File: config.mk
export PLATFORM = sky130hd
export DESIGN_NAME = mem_access_stage_flat
export DESIGN_NICKNAME = d
export VERILOG_FILES = /design/src/rtl/mem_access_stage_pkg.sv /design/src/rtl/mem_access_stage_if.sv /design/src/rtl/mem_timeout_ctr.sv /design/src/rtl/mem_access_stage.sv /design/src/flat_wrapper.sv
export SDC_FILE = /design/constraint.sdc
export NUM_CORES = 1
export LEC_CHECK = 0
export BUFFER_PORTS_ARGS = -buffer_cell sky130_fd_sc_hd__buf_4
export CAP_MARGIN = 20
export CORE_ASPECT_RATIO = 1.75
export CORE_MARGIN = 10
export CORE_UTILIZATION = 30
export CTS_CLUSTER_SIZE = 24
export DETAILED_ROUTE_END_ITERATION = 8
export GPL_ROUTABILITY_DRIVEN = 0
export GPL_TIMING_DRIVEN = 0
export PLACE_DENSITY = 0.72
export SYNTH_ARGS = -nofsm -noshare
export SYNTH_HDL_FRONTEND = slang
export SYNTH_HIERARCHICAL = 1
export SYNTH_SLANG_ARGS = --single-unit
File: constraint.sdc
create_clock -name clk_i -period 5.34 [get_ports clk_i]
set_input_delay 0.801 -clock clk_i [delete_from_list [all_inputs] [get_ports clk_i]]
set_output_delay 0.801 -clock clk_i [all_outputs]
set_load 0.01 [all_outputs]
File: src/rtl/mem_access_stage_pkg.sv
// Shared types and constants for the MEM-stage data-memory access unit.
// Holds the FSM encoding, WB control bit positions and timeout defaults.
package mem_access_stage_pkg;

    typedef enum logic [1:0] {
        ST_IDLE = 2'd0,
        ST_BUSY = 2'd1,
        ST_DONE = 2'd2
    } state_t;

    localparam int WB_MEMTOREG     = 0;
    localparam int WB_REGWRITE     = 1;

    localparam int DEFAULT_TIMEOUT = 16;
    localparam int DEFAULT_CNT_W   = 8;

    function automatic logic [31:0] word_addr(input logic [31:0] byte_addr);
        return byte_addr & 32'hFFFF_FFFC;
    endfunction

    // A failed access must never commit to the register file.
    function automatic logic [1:0] kill_regwrite(input logic [1:0] wb);
        logic [1:0] res;
        res              = wb;
        res[WB_REGWRITE] = 1'b0;
        return res;
    endfunction

endpackage

File: src/rtl/mem_access_stage_if.sv
// Data-memory port between the MEM stage (master) and the memory (slave).
// Signal names keep the stage-side port names so traces line up with the pipeline.
interface mem_access_stage_if;

    logic        mem_req_o;
    logic        mem_we_o;
    logic [31:0] mem_addr_o;
    logic [31:0] mem_wdata_o;
    logic        mem_ack_i;
    logic [31:0] mem_rdata_i;

    modport master (
        output mem_req_o,
        output mem_we_o,
        output mem_addr_o,
        output mem_wdata_o,
        input  mem_ack_i,
        input  mem_rdata_i
    );

    modport slave (
        input  mem_req_o,
        input  mem_we_o,
        input  mem_addr_o,
        input  mem_wdata_o,
        output mem_ack_i,
        output mem_rdata_i
    );

endinterface

File: src/rtl/mem_timeout_ctr.sv
// Cycle counter bounding how long an access may wait for the memory ack.
// expired is high while the count sits at TIMEOUT-1, i.e. in the last allowed wait cycle.
module mem_timeout_ctr #(
    parameter int TIMEOUT = 16,
    parameter int CNT_W   = 8
) (
    input  logic clk_i,
    input  logic rst_i,
    input  logic clear,
    input  logic enable,
    output logic expired
);

    localparam logic [CNT_W-1:0] LAST = CNT_W'(TIMEOUT - 1);

    logic [CNT_W-1:0] cnt;

    always_ff @(posedge clk_i) begin
        if (rst_i || clear) begin
            cnt <= '0;
        end else if (enable) begin
            cnt <= cnt + CNT_W'(1);
        end
    end

    assign expired = (cnt == LAST);

endmodule

File: src/rtl/mem_access_stage.sv
// MEM-stage access unit: turns MemRead/MemWrite into a req/ack memory transaction,
// stalls upstream until it completes and flags misaligned or timed-out accesses.
//
// state | meaning
// IDLE  | no transaction; aligned access raises stall and launches, misaligned pulses err
// BUSY  | mem_req_o held high waiting for ack; aborts after TIMEOUT cycles
// DONE  | result presented to MEM/WB, upstream released; always returns to IDLE
module mem_access_stage
    import mem_access_stage_pkg::*;
#(
    parameter int TIMEOUT = DEFAULT_TIMEOUT,
    parameter int CNT_W   = DEFAULT_CNT_W
) (
    input  logic        clk_i,
    input  logic        rst_i,

    input  logic        MemRead_i,
    input  logic        MemWrite_i,
    input  logic [1:0]  WB_i,
    input  logic [31:0] addr_i,
    input  logic [31:0] wdata_i,
    input  logic [4:0]  rd_i,

    mem_access_stage_if.master mem,

    output logic [1:0]  WB_o,
    output logic [31:0] addr_o,
    output logic [31:0] data_o,
    output logic [4:0]  rd_o,
    output logic        stall_o,
    output logic        err_o
);

    state_t      state_q;
    state_t      state_d;
    logic [31:0] rdata_q;
    logic        err_q;

    logic        access;
    logic        misaligned;
    logic        ctr_clear;
    logic        ctr_en;
    logic        ctr_expired;

    assign access     = MemRead_i | MemWrite_i;
    assign misaligned = access & (addr_i[1:0] != 2'b00);

    // EX/MEM is frozen while stalled, so the request fields can come straight from it.
    assign mem.mem_we_o    = MemWrite_i;
    assign mem.mem_addr_o  = word_addr(addr_i);
    assign mem.mem_wdata_o = wdata_i;

    assign addr_o = addr_i;
    assign rd_o   = rd_i;

    mem_timeout_ctr #(
        .TIMEOUT (TIMEOUT),
        .CNT_W   (CNT_W)
    ) u_timeout_ctr (
        .clk_i   (clk_i),
        .rst_i   (rst_i),
        .clear   (ctr_clear),
        .enable  (ctr_en),
        .expired (ctr_expired)
    );

    always_ff @(posedge clk_i) begin
        if (rst_i) begin
            state_q <= ST_IDLE;
            rdata_q <= '0;
            err_q   <= 1'b0;
        end else begin
            state_q <= state_d;
            if (state_q == ST_BUSY) begin
                if (mem.mem_ack_i) begin
                    rdata_q <= MemWrite_i ? 32'h0 : mem.mem_rdata_i;
                    err_q   <= 1'b0;
                end else if (ctr_expired) begin
                    rdata_q <= '0;
                    err_q   <= 1'b1;
                end
            end
        end
    end

    always_comb begin
        state_d       = state_q;
        mem.mem_req_o = 1'b0;
        stall_o       = 1'b0;
        err_o         = 1'b0;
        WB_o          = WB_i;
        data_o        = '0;
        ctr_clear     = 1'b0;
        ctr_en        = 1'b0;

        case (state_q)
            ST_IDLE: begin
                if (misaligned) begin
                    err_o = 1'b1;
                    WB_o  = kill_regwrite(WB_i);
                end else if (access) begin
                    stall_o   = 1'b1;
                    ctr_clear = 1'b1;
                    state_d   = ST_BUSY;
                end
            end

            ST_BUSY: begin
                mem.mem_req_o = 1'b1;
                stall_o       = 1'b1;
                // An ack in the final wait cycle still completes the access normally.
                if (mem.mem_ack_i) begin
                    state_d = ST_DONE;
                end else if (ctr_expired) begin
                    state_d = ST_DONE;
                end else begin
                    ctr_en = 1'b1;
                end
            end

            ST_DONE: begin
                data_o  = rdata_q;
                err_o   = err_q;
                if (err_q) begin
                    WB_o = kill_regwrite(WB_i);
                end
                state_d = ST_IDLE;
            end

            default: begin
                state_d = ST_IDLE;
            end
        endcase
    end

endmodule

File: src/flat_wrapper.sv
// flat-port wrapper written by rule: the top's interface ports become plain ports
module mem_access_stage_flat import mem_access_stage_pkg::*;
#(
    parameter int TIMEOUT = DEFAULT_TIMEOUT,
    parameter int CNT_W   = DEFAULT_CNT_W
)
  (clk_i, rst_i, MemRead_i, MemWrite_i, WB_i, addr_i, wdata_i, rd_i, WB_o, addr_o, data_o, rd_o, stall_o, err_o, mem_mem_req_o, mem_mem_we_o, mem_mem_addr_o, mem_mem_wdata_o, mem_mem_ack_i, mem_mem_rdata_i);
  mem_access_stage_if mem_i ();
  input  logic clk_i;
  input  logic rst_i;
  input  logic MemRead_i;
  input  logic MemWrite_i;
  input  logic [1:0] WB_i;
  input  logic [31:0] addr_i;
  input  logic [31:0] wdata_i;
  input  logic [4:0] rd_i;
  output logic [1:0] WB_o;
  output logic [31:0] addr_o;
  output logic [31:0] data_o;
  output logic [4:0] rd_o;
  output logic stall_o;
  output logic err_o;
  output wire logic [$bits(mem_i.mem_req_o)-1:0] mem_mem_req_o;
  output wire logic [$bits(mem_i.mem_we_o)-1:0] mem_mem_we_o;
  output wire logic [$bits(mem_i.mem_addr_o)-1:0] mem_mem_addr_o;
  output wire logic [$bits(mem_i.mem_wdata_o)-1:0] mem_mem_wdata_o;
  input wire logic [$bits(mem_i.mem_ack_i)-1:0] mem_mem_ack_i;
  input wire logic [$bits(mem_i.mem_rdata_i)-1:0] mem_mem_rdata_i;
  assign mem_mem_req_o = mem_i.mem_req_o;
  assign mem_mem_we_o = mem_i.mem_we_o;
  assign mem_mem_addr_o = mem_i.mem_addr_o;
  assign mem_mem_wdata_o = mem_i.mem_wdata_o;
  assign mem_i.mem_ack_i = mem_mem_ack_i;
  assign mem_i.mem_rdata_i = mem_mem_rdata_i;
  mem_access_stage #(.TIMEOUT(TIMEOUT), .CNT_W(CNT_W)) u_core (.clk_i(clk_i), .rst_i(rst_i), .MemRead_i(MemRead_i), .MemWrite_i(MemWrite_i), .WB_i(WB_i), .addr_i(addr_i), .wdata_i(wdata_i), .rd_i(rd_i), .mem(mem_i), .WB_o(WB_o), .addr_o(addr_o), .data_o(data_o), .rd_o(rd_o), .stall_o(stall_o), .err_o(err_o));
endmodule
==> results list <==
- Synthesis produced about 350 cells.
- Input and output buffers added on the ports amount to around 180.
- Across the run, the number of max-cap violations was 0.
- For the pin with the worst max-slew slack, the measured transition is 0.538 ns.
- Max-slew violation count: 0
- Sorting the synthesized cells by area gives the leading types as dfxtp_1 28%, buf_4 25%, o21ai_2 8.4%.
- Clock tree from TritonCTS: built
- Critical setup path kind: flip-flop to output pin
* Non-filler cells, final: 659
- STA classifies the critical path endpoint as an output pin.
- H-Tree Level Count: 2
* Die Footprint: ~15000 um^2
- The mapped netlist covers between 3000 and 4000 um^2.
* Dominant cell by count in the synthesized netlist: buf_4
* Signal arrival time at the worst endpoint: around 1.6 ns
- Count of nets after finishing: about 640
- Maximum vdd drop: between 0.1 and 0.15 mV
- Worst Hold Launch: u_core/rdata_q[7]$_SDFFE_PP0P_
- After detailed routing, the average wire length per cell comes to around 17 um.
- Crit-path max FO: 10
- Startpoint class of the critical path: flip-flop
* Detailed Place HPWL: about 9500 um
- Number of global-route vias before repair: 3218
- Met3 WL post-DR: 1600 um
* Leakage Power: 2.33 nW
- In the final routing, the length of wire on met1 measures about 3700 um.
- Clock latency on the worst-skew pair: approximately 0.29 ns
- The number of hold violations in the final report came to 0.
* Outcome: completed
- The synthesized design contains 43 register bits.
- Most common library cells after synthesis: 105 x buf_4, 43 x dfxtp_1, 34 x nand4_1
* Drt first pass iters: 4
- Setup violations remaining at the end of the flow were counted as 0.
- The die is 155 um tall.
- Total number of vias: between 2k and 3k
- Clk sink count: 43
* Final core area utilization: between 40% and 50%
* Antenna cell count: 0
- Static timing analysis puts the maximum clock frequency at 414 MHz.
* Number of placement rows: just under 50
- The worst pin sits at a relative slew slack of between 60 and 70%.
- The number of clock buffers added by TritonCTS is 5.
* Worst r2r src: u_core/u_timeout_ctr/cnt[0]$_SDFFE_PP0P_
* Clock tree buffer depth: 2
- Power spread over the standard cell area amounts to ~180 nW/um^2.
- Of the synthesized area, sequential elements account for between 20% and 30%.
- The netlist uses 44 different library cells.
* Starting utilization of the core area: between 30% and 40%
* Critical Path Start: u_core/state_q[1]$_SDFFE_PP0P_
* Root buffer cell: clkbuf_16
- Primary flip-flop cell chosen by synthesis mapping: dfxtp_1
- Initial DRC count: between 40 and 50
- Post-route minimum period: between 2 and 2.5 ns
- Initial antenna violation count: 0
* Proportion of register bits with asynchronous set or reset after synthesis: 0%
- The first global-routing pass estimated roughly 17000 um of wire.
* Pin count of the biggest net entering global routing: 12
- After synthesis, the largest area contributor takes up between 20 and 30% of total cell area.
- For this run, the total global-route usage over all layers was measured as between 10% and 20%.
- Sum of negative setup slack: 0 ns
* CTS Hold Buffers Added: 0
- Setup repair after global routing left no endpoint under its margin.
- Worst-case clock skew: 0.00281 ns
- The highest layer touched by signal routing is met4.
* Clk slew on worst S/H paths: around 0.06 ns
- Total length of routed wires: 11000 um
- The final critical path takes up 45.3% of the cycle.
- Summed over all layers, the global routing overflow is 0.
- Yosys printed 6 warnings.
- Buffers added to address setup during post-CTS repair amount to 0.
- Counting flops with a built-in enable in the synthesized netlist gives 0.
- Core area: 10200 um^2
- Share of final-layout standard cells stronger than drive strength 1: 66.5%
- Critical path required time: 4.54 ns
* Final antenna-violating net count: 0
* Area growth syn-to-layout: 51.7%
* Placed cell count: 653
- Total of cells resized after clock tree synthesis: 0
- Ratio of routed vias to standard cells: roughly 4.4
- From left edge to right edge, the die measures ~97 um.
* Per-instance average area after synthesis: 8.93 um^2
* Routed wire length on met2: 5530 um
* Min-Delay Path Class: flip-flop to flip-flop
* Boundary pin count: 247
- In the routed design, unresolved DRC markers number 0.
- Of all cell types, the one taking the most synthesized area is dfxtp_1.
==> layout by cell type (no fill, tap or decap), types with 2 or more instances in the layout <==
cell,n
nor2_1,7
buf_4,281
o21ai_0,5
dlygate4sd1_1,2
dfxtp_1,43
buf_6,9
and2_1,32
buf_2,4
o21ai_2,30
nand2_1,5
clkbuf_16,5
nand2b_2,15
or3_1,3
conb_1,2
nand4_1,34
clkbuf_1,2
nand2b_1,15
o21ai_1,2
or2b_1,2
xor2_1,3
nand3_1,2
a21oi_1,5
inv_1,2
==> registers in the layout, summed over array words and instances (netlist names) <==
register,count
u_core/rdata_q,32
u_core/u_timeout_ctr/cnt,8
u_core/state_q,2
u_core/err_q,1
==> where the power goes <==
| part | switching (mW) | internal (mW) | total (mW) |
|---|---|---|---|
| sequential | 0.00175 | 0.323 | 0.325 |
| clock | 0.119 | 0.168 | 0.287 |
| combinational | 0.0859 | 0.136 | 0.222 |
| total | 0.206 | 0.628 | 0.834 |
==> per-layer routing <==
| layer | track usage (%) | up-vias |
|---|---|---|
| li1 | - | 1427 |
| met3 | 7.01 | 8 |
| met2 | 25.2 | 184 |
| met1 | 13.1 | 1290 |
| met4 | 3.88 | 0 |
| met5 | 0 | - |
==> through the flow <==
stage	hold WS [ns]	setup WS, ns	cell area (um^2)	total power, mW
6_report	0.459	2.92	4730	0.834
5_1_grt	0.475	2.77	4730	0.874
4_1_cts	0.460	2.84	4730	0.853
3_5_place_dp	0.453	3.03	4600	0.559
3_3_place_gp	0.447	3.04	4600	0.555
2_1_floorplan	0.438	3.34	3120	0.454
==> logic make-up (layout without fill, tap and decap cells) <==
kind of cell | Yosys count | after routing | synth area share [%]
flip-flops | 43 | 43 | 27.6
AND/OR/NAND/NOR | 126 | 126 | 26.8
adder cells (fa/ha/maj) | 1 | 1 | 0.401
buffers and inverters | 128 | 310 | 32.4
XOR/XNOR | 4 | 4 | 1.12
multiplexers | 1 | 1 | 0.321
other | 1 | 2 | 0.120
AO/OA/AOI/OAI | 45 | 45 | 11.2
==> worst max-delay path, stage by stage, from the launching register on <==
cell and delay, ns:
dfxtp_1 0.35, nor2b_1 0.38, buf_2 0.29, and2_1 0.18, buf_4 0.13
==> worst paths after layout <==
| check | cells after the start | slack, ns | to |
|---|---|---|---|
| worst max-delay path | 4 | 2.92 | data_o[7] |
| worst min-delay path | 2 | 0.46 | u_core/rdata_q[7]$_SDFFE_PP0P_ |
| worst max register to register | 10 | 3.23 | u_core/u_timeout_ctr/cnt[5]$_SDFFE_PP0P_ |
| worst min register to register | 2 | 0.46 | u_core/rdata_q[7]$_SDFFE_PP0P_ |
==> area by class of cell <==
class | instances | area, um^2
inverters | 3 | 18.8
multi-input cells | 179 | 1250
plain buffers | 125 | 992
well taps | 127 | 159
repair buffers | 176 | 1320
clock buffers | 6 | 129
flip-flops and latches | 43 | 861
fillers | 1024 | 5510
Note: power is estimated with default switching activity, not from simulation.
